**src/rtl/uart_time_parser.sv**
```systemverilog
// uart_time_parser
// Parses the ASCII time frame "THH:MM:SS\n" from the UART receiver byte stream.
// Each field is range-checked as soon as that check can be decided. A frame that
// completes cleanly produces a one-cycle time_load strobe with packed BCD time.
// A malformed, out-of-range or stalled frame is dropped and produces a one-cycle
// frame_err pulse. The time outputs change only on time_load.
//
// Optional feature: define TIME_CHECKSUM_EN to require two uppercase hex digits
// between S0 and '\n'. Their value must equal the XOR of the frame bytes from 'T'
// through S0 inclusive.
//
// Ports:
//   clk        system clock, rising edge
//   reset      asynchronous, active-high reset
//   rx_data    received byte, qualified by rx_valid
//   rx_valid   one-cycle byte strobe
//   time_load  one-cycle pulse; hour/min/sec carry a new validated time
//   hour_bcd   BCD hours   00-23
//   min_bcd    BCD minutes 00-59
//   sec_bcd    BCD seconds 00-59
//   frame_err  one-cycle pulse when a frame is aborted
//   err_code   reason for the last abort: 0 char, 1 range, 2 timeout, 3 checksum
//   busy       a frame is in progress
module uart_time_parser #(
    parameter int unsigned CLK_HZ         = 50_000_000,
    parameter int unsigned TIMEOUT_CYCLES = CLK_HZ / 100
) (
    input  logic       clk,
    input  logic       reset,
    input  logic [7:0] rx_data,
    input  logic       rx_valid,
    output logic       time_load,
    output logic [7:0] hour_bcd,
    output logic [7:0] min_bcd,
    output logic [7:0] sec_bcd,
    output logic       frame_err,
    output logic [1:0] err_code,
    output logic       busy
);

    typedef enum logic [3:0] {
        ST_IDLE, ST_H1, ST_H0, ST_C1, ST_M1, ST_M0, ST_C2, ST_S1, ST_S0,
`ifdef TIME_CHECKSUM_EN
        ST_CK1, ST_CK0,
`endif
        ST_EOL
    } state_t;

    localparam logic [7:0] CH_T     = 8'h54;
    localparam logic [7:0] CH_COLON = 8'h3A;
    localparam logic [7:0] CH_LF    = 8'h0A;
    localparam logic [7:0] CH_CR    = 8'h0D;

    localparam logic [1:0] ERR_CHAR    = 2'd0;
    localparam logic [1:0] ERR_RANGE   = 2'd1;
    localparam logic [1:0] ERR_TIMEOUT = 2'd2;
`ifdef TIME_CHECKSUM_EN
    localparam logic [1:0] ERR_CKSUM   = 2'd3;
`endif

    // The counter only needs to reach TIMEOUT_CYCLES-1. The timeout fires on the
    // TIMEOUT_CYCLES-th clock after the last accepted byte.
    localparam int unsigned  TW       = (TIMEOUT_CYCLES > 1) ? $clog2(TIMEOUT_CYCLES) : 1;
    localparam logic [TW-1:0] TMO_LAST = TW'(TIMEOUT_CYCLES - 1);

    state_t          state_q, state_d;
    logic [3:0]      h1_q, h1_d, h0_q, h0_d;
    logic [3:0]      m1_q, m1_d, m0_q, m0_d;
    logic [3:0]      s1_q, s1_d, s0_q, s0_d;
    logic [TW-1:0]   tmo_q, tmo_d;
    logic            time_load_q, time_load_d;
    logic [7:0]      hour_q, hour_d, min_q, min_d, sec_q, sec_d;
    logic            frame_err_q, frame_err_d;
    logic [1:0]      err_code_q, err_code_d;
`ifdef TIME_CHECKSUM_EN
    logic [7:0]      xor_q, xor_d;
    logic [3:0]      ck_hi_q, ck_hi_d;
    logic            is_hex;
    logic [3:0]      hex_val;
`endif

    logic            byte_in, is_digit, tmo_hit;
    logic [3:0]      digit;
    logic            ev_load, ev_err;
    logic [1:0]      ev_code;

    assign byte_in  = rx_valid && (rx_data != CH_CR);
    assign is_digit = (rx_data >= 8'h30) && (rx_data <= 8'h39);
    assign digit    = rx_data[3:0];
    assign tmo_hit  = (state_q != ST_IDLE) && (tmo_q == TMO_LAST);
`ifdef TIME_CHECKSUM_EN
    assign is_hex   = is_digit || ((rx_data >= 8'h41) && (rx_data <= 8'h46));
    assign hex_val  = rx_data[6] ? (rx_data[3:0] + 4'd9) : rx_data[3:0];
`endif

    // State and output registers
    always_ff @(posedge clk or posedge reset) begin
        if (reset) begin
            state_q     <= ST_IDLE;
            h1_q        <= '0;
            h0_q        <= '0;
            m1_q        <= '0;
            m0_q        <= '0;
            s1_q        <= '0;
            s0_q        <= '0;
            tmo_q       <= '0;
            time_load_q <= 1'b0;
            hour_q      <= '0;
            min_q       <= '0;
            sec_q       <= '0;
            frame_err_q <= 1'b0;
            err_code_q  <= '0;
`ifdef TIME_CHECKSUM_EN
            xor_q       <= '0;
            ck_hi_q     <= '0;
`endif
        end else begin
            state_q     <= state_d;
            h1_q        <= h1_d;
            h0_q        <= h0_d;
            m1_q        <= m1_d;
            m0_q        <= m0_d;
            s1_q        <= s1_d;
            s0_q        <= s0_d;
            tmo_q       <= tmo_d;
            time_load_q <= time_load_d;
            hour_q      <= hour_d;
            min_q       <= min_d;
            sec_q       <= sec_d;
            frame_err_q <= frame_err_d;
            err_code_q  <= err_code_d;
`ifdef TIME_CHECKSUM_EN
            xor_q       <= xor_d;
            ck_hi_q     <= ck_hi_d;
`endif
        end
    end

    // Next state, shadow registers and frame events
    always_comb begin
        state_d = state_q;
        h1_d    = h1_q;
        h0_d    = h0_q;
        m1_d    = m1_q;
        m0_d    = m0_q;
        s1_d    = s1_q;
        s0_d    = s0_q;
        tmo_d   = (state_q == ST_IDLE) ? '0 : tmo_q + TW'(1);
        ev_load = 1'b0;
        ev_err  = 1'b0;
        ev_code = ERR_CHAR;
`ifdef TIME_CHECKSUM_EN
        xor_d   = xor_q;
        ck_hi_d = ck_hi_q;
`endif

        // The timeout is checked before the byte, so a byte in the firing cycle is dropped.
        if (tmo_hit) begin
            state_d = ST_IDLE;
            tmo_d   = '0;
            ev_err  = 1'b1;
            ev_code = ERR_TIMEOUT;
        end else if (byte_in) begin
            tmo_d = '0;
            if (rx_data == CH_T) begin
                // 'T' always starts a fresh frame, even in the middle of one
                state_d = ST_H1;
                h1_d    = '0;
                h0_d    = '0;
                m1_d    = '0;
                m0_d    = '0;
                s1_d    = '0;
                s0_d    = '0;
`ifdef TIME_CHECKSUM_EN
                xor_d   = CH_T;
`endif
            end else begin
                unique case (state_q)
                    ST_IDLE: state_d = ST_IDLE;
                    ST_H1: begin
                        if (!is_digit) ev_err = 1'b1;
                        else if (digit > 4'd2) begin
                            ev_err  = 1'b1;
                            ev_code = ERR_RANGE;
                        end else begin
                            h1_d    = digit;
                            state_d = ST_H0;
                        end
                    end
                    ST_H0: begin
                        if (!is_digit) ev_err = 1'b1;
                        else if ((h1_q == 4'd2) && (digit > 4'd3)) begin
                            ev_err  = 1'b1;
                            ev_code = ERR_RANGE;
                        end else begin
                            h0_d    = digit;
                            state_d = ST_C1;
                        end
                    end
                    ST_C1: begin
                        if (rx_data != CH_COLON) ev_err = 1'b1;
                        else state_d = ST_M1;
                    end
                    ST_M1: begin
                        if (!is_digit) ev_err = 1'b1;
                        else if (digit > 4'd5) begin
                            ev_err  = 1'b1;
                            ev_code = ERR_RANGE;
                        end else begin
                            m1_d    = digit;
                            state_d = ST_M0;
                        end
                    end
                    ST_M0: begin
                        if (!is_digit) ev_err = 1'b1;
                        else begin
                            m0_d    = digit;
                            state_d = ST_C2;
                        end
                    end
                    ST_C2: begin
                        if (rx_data != CH_COLON) ev_err = 1'b1;
                        else state_d = ST_S1;
                    end
                    ST_S1: begin
                        if (!is_digit) ev_err = 1'b1;
                        else if (digit > 4'd5) begin
                            ev_err  = 1'b1;
                            ev_code = ERR_RANGE;
                        end else begin
                            s1_d    = digit;
                            state_d = ST_S0;
                        end
                    end
                    ST_S0: begin
                        if (!is_digit) ev_err = 1'b1;
                        else begin
                            s0_d    = digit;
`ifdef TIME_CHECKSUM_EN
                            state_d = ST_CK1;
`else
                            state_d = ST_EOL;
`endif
                        end
                    end
`ifdef TIME_CHECKSUM_EN
                    ST_CK1: begin
                        if (!is_hex) ev_err = 1'b1;
                        else begin
                            ck_hi_d = hex_val;
                            state_d = ST_CK0;
                        end
                    end
                    ST_CK0: begin
                        if (!is_hex) ev_err = 1'b1;
                        else if ({ck_hi_q, hex_val} != xor_q) begin
                            ev_err  = 1'b1;
                            ev_code = ERR_CKSUM;
                        end else begin
                            state_d = ST_EOL;
                        end
                    end
`endif
                    ST_EOL: begin
                        if (rx_data != CH_LF) ev_err = 1'b1;
                        else begin
                            ev_load = 1'b1;
                            state_d = ST_IDLE;
                        end
                    end
                    default: state_d = ST_IDLE;
                endcase

`ifdef TIME_CHECKSUM_EN
                if (state_q inside {ST_H1, ST_H0, ST_C1, ST_M1, ST_M0, ST_C2, ST_S1, ST_S0})
                    xor_d = xor_q ^ rx_data;
`endif
                if (ev_err) state_d = ST_IDLE;
            end
        end
    end

    // Registered outputs
    always_comb begin
        time_load_d = ev_load;
        frame_err_d = ev_err;
        err_code_d  = ev_err  ? ev_code      : err_code_q;
        hour_d      = ev_load ? {h1_q, h0_q} : hour_q;
        min_d       = ev_load ? {m1_q, m0_q} : min_q;
        sec_d       = ev_load ? {s1_q, s0_q} : sec_q;
        busy        = (state_q != ST_IDLE);
    end

    assign time_load = time_load_q;
    assign frame_err = frame_err_q;
    assign err_code  = err_code_q;
    assign hour_bcd  = hour_q;
    assign min_bcd   = min_q;
    assign sec_bcd   = sec_q;

endmodule

```
**config.mk**
```make
export PLATFORM = sky130hd
export DESIGN_NAME = uart_time_parser
export DESIGN_NICKNAME = d
export VERILOG_FILES = /design/src/rtl/uart_time_parser.sv
export SDC_FILE = /design/constraint.sdc
export NUM_CORES = 1
export LEC_CHECK = 0
export CORE_ASPECT_RATIO = 0.6
export CORE_MARGIN = 1
export CORE_UTILIZATION = 56
export CTS_CLUSTER_SIZE = 10
export DETAILED_ROUTE_END_ITERATION = 10
export GPL_ROUTABILITY_DRIVEN = 0
export HOLD_SLACK_MARGIN = 0.08
export PLACE_DENSITY = 0.85
export SLEW_MARGIN = 0
export SYNTH_ARGS = -nofsm -noshare
export SYNTH_HDL_FRONTEND = slang
export SYNTH_SLANG_ARGS = --single-unit
export TNS_END_PERCENT = 5
```
**constraint.sdc**
```tcl
create_clock -name clk -period 2.85 [get_ports clk]
set_input_delay 0.57 -clock clk [delete_from_list [all_inputs] [get_ports clk]]
set_output_delay 0.57 -clock clk [all_outputs]
set_load 0.05 [all_outputs]
```
# Word-level counts from Yosys, hierarchy flattened
# Index checks and enable logic that the tools add are counted.
[classes] add_sub_neg=1 magnitude_cmp=5 n_eq_ne=31 n_mux=71 bitwise=1 reduce_logical=24
[ops] operator="4-bit 2-to-1 mux" n=36
[ops] operator="5-bit inequality test (second input constant)" n=13
[ops] operator="19-bit 2-to-1 mux" n=3
[ops] operator="4-bit one-hot mux with 9 select lines" n=1
[ops] operator="1-bit 2-to-1 mux" n=28
[ops] operator="5-bit AND reduction" n=4
[ops] operator="19-bit by 1-bit adder with 19-bit output (second input constant)" n=1
[ops] operator="19-bit == test (second input constant)" n=1
[ops] operator="4-bit by 3-bit == test with 1-bit output (second input constant)" n=4
[ops] operator="8-bit by 4-bit inequality test with 1-bit output (second input constant)" n=2
[ops] operator="2-bit nonzero test" n=8
[ops] operator="14-bit AND reduction" n=1
[ops] operator="4-bit by 2-bit == test with 1-bit output (second input constant)" n=3
[ops] operator="4-bit == test (second input constant)" n=2
[ops] operator="8-bit by 7-bit == test with 1-bit output (second input constant)" n=1
[ops] operator="8-bit by 6-bit greater-or-equal comparator with 1-bit output (second input constant)" n=1
[ops] operator="4-bit by 2-bit greater-than comparator with 1-bit output (second input constant)" n=2
[ops] operator="8-bit by 6-bit <= comparator with 1-bit output (second input constant)" n=1
[ops] operator="8-bit by 6-bit inequality test with 1-bit output (second input constant)" n=1
[ops] operator="4-bit AND reduction" n=2
[ops] operator="2-bit inequality test (second input constant)" n=3
[ops] operator="1-bit one-hot mux with 6 select lines" n=1
[ops] operator="2-bit OR reduction" n=3
[ops] operator="4-bit by 1-bit == test with 1-bit output (second input constant)" n=1
[ops] operator="other kinds (7)" n=10
[word_totals] register_bits=75 input_bits=11 out_inout_bits=29 elab_cells=147

# Depth between registers and ports, before layout
[logic_depth] word_depth=12 depth_mapped=9 mapped_depth_nobuf=7

# Worst setup path after synthesis
# Ideal clock, no wire load.
[synth_timing] path_type="reg-to-reg" startpoint="reg state_q[3]" endpoint="reg hour_q[0], in the netlist hour_bcd[0]" setup_ns=0.125 t_arrival_ns=2.432 required_time_ns=2.725 setup_slack_ns=0.293 stages_incl_launch_ff=10 n_path_buf=3 synth_period_minus_slack_ns=2.557 path_cell_list="dfrtp_1 -> buf_6 -> or4_4 -> and3_4 -> nand2_4 -> nand2_2 -> or3_1 -> buf_6 -> buf_6 -> mux2_4"
[synth_between] word_cells_on_any_way=7 cone_classes="eq/ne: 1; mux: 4; reduce/logical: 2"
[synth_rtl] item="start, declared" line="66" text="state_t state_q, state_d;"
[synth_rtl] item="start signal, assigned" line="118" text="state_q <= state_d;"
[synth_rtl] item="4-bit nonzero test"
[synth_rtl] item="net busy" line="38" text="output logic busy"
[synth_rtl] item="1-bit logical AND" line="90" text="assign tmo_hit = (state_q != ST_IDLE) && (tmo_q == TMO_LAST);"
[synth_rtl] item="1-bit 2-to-1 mux" line="158" text="if (tmo_hit) begin"
[synth_rtl] item="end signal, assigned" line="127" text="hour_q <= hour_d;"
[synth_rtl] item="end, declared" line="72" text="logic [7:0] hour_q, hour_d, min_q, min_d, sec_q, sec_d;"
# The timed path passes the listed nets, and every way through them passes these cells.
# A chain may end at the register's enable or synchronous reset.

# Worst setup path after layout
[layout_timing] startpoint="reg state_q[3]" endpoint="out busy"
[layout_between] elab_chain_cells=1
[layout_rtl] item="4-bit nonzero test" line="291" text="busy = (state_q != ST_IDLE);"
[layout_rtl] item="end, declared" line="38"
# Every way passes these cells.

==> impl_summary.md <==
Floorplan
The count of boundary I/O pins is 40. In this run the core area contains 21 standard-cell rows. The die outline area is 0.00662 sq mm. The chip height is 63.4 um. From left edge to right edge, the die measures 104 um. The area inside the core boundary is 0.00581 sq mm. The initial core utilization is 60.7%.

Setup path
Traced cell by cell, the critical path runs through or4_4 > clkdlybuf4s50_1. The worst setup path is of the flip-flop to output pin kind. The worst setup path is captured at an output pin. For this run, the slowest stage of the critical path takes 0.72 ns. The slowest cell on the critical path is sky130_fd_sc_hd__clkdlybuf4s50_1. The worst endpoint data arrival time is 2.17 ns. Data on the critical path is required at its endpoint by 2.28 ns. The largest fanout of any net on the critical path is 9. The dominant delay contributor by cell family on the critical path is buffers and inverters. The worst setup path is launched from a flip-flop. The count of buffer and inverter cells on the critical path is 1.

Place
During placement, the flow inserted port buffers numbering 39. The pre-CTS setup slack is -0.0974 ns. After detailed placement, the design holds a cell count of 423. The total half-perimeter wirelength after legalization and detailed placement is 5130 um.

Power
The combinational power share is 19.7%. The clock network fraction of design power is 32.2%. The power share of the sequential group is 48.2%. The leakage dissipation is 2.03 nW.

The maximum resistive drop on vdd is 0.389 mV. The analysis attributes to net switching a power of 0.729 mW. Of the total power, the share spent switching nets is 29.8%. Cell internal power was estimated by the tool at 1.72 mW. The power density relative to cell area is 568 mW/mm^2.

Timing
The worst setup slack after layout is 0.106 ns. The transition time at the pin with the least slew margin is 0.654 ns. The final critical-path share of the clock period is 96.3%. The minimum clock period after layout is 2.74 ns.

Measured against its own limit, the worst slew margin works out to 56.0%. Setup violations remaining at the end of the flow were counted as 0. Across all hold checks on the routed design, the worst slack comes to 0.441 ns. The achievable frequency is 364 MHz. The total count of max-transition violations in the final report is 0. Setup repair after global routing left no endpoint under its margin.

The worst-case clock skew is 0.00893 ns. The hold violation count in the final report is 0.

Logic synthesis
Synthesis inferred 75 register bits. Yosys printed 0 warnings. The post-synthesis average cell area is 11.9 sq um. The count of distinct cell types in the synthesized netlist is 44. The most used flip-flop cell after synthesis is sky130_fd_sc_hd__dfrtp_1. The portion of the post-synthesis area used by sequential elements is 53.3%. The number of enable flip-flop cells after synthesis is 0. The post-synth design cell area is 0.00352 sq mm. Counting every instance in the synthesized netlist gives 296. The share of synthesized flip-flops with an asynchronous set or reset is 100%. The net count of the mapped netlist is 308.

Finish
Leaving out fill and tap cells, the most frequent cells in the layout are 75 x sky130_fd_sc_hd__dfrtp_1, 39 x sky130_fd_sc_hd__clkdlybuf4s50_1, 26 x sky130_fd_sc_hd__nor2_1. The final-stage net count is 366. Cells fill 74.2% of the core in the end.

The post-synthesis to final-layout area growth is 22.2%. The fill cell total of the finished layout is 380. The fraction of final layout cells sized beyond drive strength 1 is 24.6%. The final standard cell count with taps included and fillers excluded is 438. Leaving out fill and tap cells, the most frequent cell in the layout is sky130_fd_sc_hd__dfrtp_1. The repair_antennas step left the layout with diodes totalling 0.

Clock tree
After clock tree synthesis, the clock-pin slew on the worst setup and hold paths is 0.08 ns. The post-cts repair resize count is 0. After clock tree synthesis, the setup repair step added 0 buffers.

The number of H-tree levels is 3. In this run the deepest clock path goes through 2 buffers. The clock latency on the worst-skew pair is 0.35 ns.

The post-cts hold buffer count is 0. The number of clock buffers added by TritonCTS is 9. The root buffer cell is sky130_fd_sc_hd__clkbuf_8. The clock tree from TritonCTS is built. Counting every sink on the clock net gives 75.

Route
In the routed design, unresolved DRC markers number 0. The detail-routed net length per standard cell is 16.0 um. The pre-antenna-repair detailed-routing pass consisted of 5 iterations. For this block, the routed nets add up to 7000 um of wire. The DRC violation total after the first TritonRoute iteration is 164.

The residual antenna-violating net count after detailed routing is 0. The number of vias per cell is 5.62. Summing over every cut layer, the via total after detailed routing is 2461.

Global routing
Entering global routing, the biggest net connects 68 pins. The total congestion overflow is 0. The number of global-route vias before repair is 2520. The global-route usage over all layers is 24.2%.

The global-route wire length before repair is 12200 um. The initial antenna violation count is 0.

Run status
The run finished with clean final reports.

Run
Max-cap violations in this run came to 0.

Min path
The worst hold path class is input port to asynchronous set/reset pin.
==> area by class of cell <==
cell class,instances,area (sq um),share of cell area [%]
Sequential cell,75,1880,43.6
Multi-Input combinational cell,203,1550,36.0
Timing Repair Buffer,60,573,13.3
Clock buffer,9,124,2.88
Tap cell,80,100,2.32
Clock inverter,6,65.1,1.51
Inverter,5,18.8,0.436
==> state kept, by name, summed over array words and instances (netlist names), 4 cells and up <==
| name | count |
|---|---|
| tmo_q | 19 |
| hour_bcd | 8 |
| min_bcd | 8 |
| sec_bcd | 8 |
| h0_q | 4 |
| h1_q | 4 |
| m0_q | 4 |
| m1_q | 4 |
| s0_q | 4 |
| s1_q | 4 |
| state_q | 4 |
==> logic make-up after synthesis <==
| family | share of synthesized area [%] |
|---|---|
| AND/OR/NAND/NOR | 17.2 |
| flip-flops | 53.3 |
| multiplexers | 16.2 |
| AO/OA/AOI/OAI | 5.97 |
| buffers and inverters | 2.77 |
| XOR/XNOR | 4.23 |
| adder cells (fa/ha/maj) | 0.355 |
==> worst paths after layout <==
| path | slack [ns] | startpoint | cells past startpoint | end |
|---|---|---|---|---|
| hold / removal | 0.44 | reset | 2 | sec_bcd[2] |
| max in group asynchronous | 1.83 | reset | 3 | m1_q[0] |
| setup / recovery | 0.11 | state_q[3] | 2 | busy |
| min in group clk | 0.49 | tmo_q[0] | 1 | tmo_q[0] |
| hold reg to reg | 0.49 | tmo_q[0] | 1 | tmo_q[0] |
| setup reg to reg | 0.33 | state_q[3] | 7 | sec_bcd[4] |
==> per-stage QoR <==
step                      cell area, sq um  setup TNS (ns)  power [mW]
final                                 4310               0        2.45
after global routing                  4310               0        2.57
after CTS                             4310               0        2.46
after detailed placement              4120           -1.59        1.67
after global placement                4120          -0.640        1.66
after floorplan                       3520               0        1.51
==> cells in the mapped netlist, types with 2 or more instances <==
cell type | instances | share of area [%]
sky130_fd_sc_hd__a21oi_1 | 9 | 1.3
sky130_fd_sc_hd__or4bb_1 | 2 | 0.64
sky130_fd_sc_hd__nor4b_1 | 4 | 0.99
sky130_fd_sc_hd__xnor2_1 | 8 | 2.0
sky130_fd_sc_hd__o21ai_0 | 9 | 1.3
sky130_fd_sc_hd__buf_6 | 4 | 1.3
sky130_fd_sc_hd__and2_1 | 7 | 1.2
sky130_fd_sc_hd__xor2_1 | 9 | 2.2
sky130_fd_sc_hd__nor4_1 | 3 | 0.53
sky130_fd_sc_hd__clkbuf_1 | 9 | 0.96
sky130_fd_sc_hd__nor4bb_1 | 3 | 0.85
sky130_fd_sc_hd__or3_1 | 5 | 0.89
sky130_fd_sc_hd__mux2_2 | 24 | 7.7
sky130_fd_sc_hd__dfrtp_1 | 75 | 53
sky130_fd_sc_hd__nor2_1 | 26 | 2.8
sky130_fd_sc_hd__a21o_1 | 3 | 0.64
sky130_fd_sc_hd__o31ai_1 | 2 | 0.43
sky130_fd_sc_hd__or2_2 | 2 | 0.36
sky130_fd_sc_hd__nor3_1 | 5 | 0.71
sky130_fd_sc_hd__nand4_1 | 5 | 0.89
sky130_fd_sc_hd__mux2_4 | 20 | 8.5
sky130_fd_sc_hd__nand3_1 | 9 | 1.3
sky130_fd_sc_hd__nand2b_1 | 5 | 0.89
sky130_fd_sc_hd__and4_1 | 2 | 0.50
sky130_fd_sc_hd__o21a_1 | 2 | 0.43
sky130_fd_sc_hd__inv_1 | 5 | 0.53
sky130_fd_sc_hd__or4_1 | 2 | 0.43
sky130_fd_sc_hd__and3_1 | 4 | 0.71
sky130_fd_sc_hd__nand2_1 | 18 | 1.9
==> worst register-to-register path: cells and delay by family (launching register included) <==
family	cells	cell delay, ns
buf+inv	1	0.20
flops	1	0.49
mux	1	0.33
simple gates	5	1.39
==> routing by layer <==
layer | track usage [%] | share of wire [%] | wire length (um) | up-vias
li1 | - | - | - | 1166
met1 | 35.6 | 51 | 3590 | 1207
met2 | 35.1 | 42 | 2960 | 81
met3 | 6.73 | 5.6 | 392 | 7
met4 | 6.43 | 0.81 | 57 | 0
met5 | 0 | 0 | 0 | -
==> power groups by stage <==
stage	combinational (mW)	sequential, mW	clock, mW
3_3_place_gp	0.464	1.19	0
6_report	0.481	1.18	0.787
3_5_place_dp	0.476	1.20	0
5_1_grt	0.524	1.19	0.861
2_1_floorplan	0.307	1.20	0
4_1_cts	0.479	1.18	0.807
No activity file was read; power rests on OpenSTA's default activity.
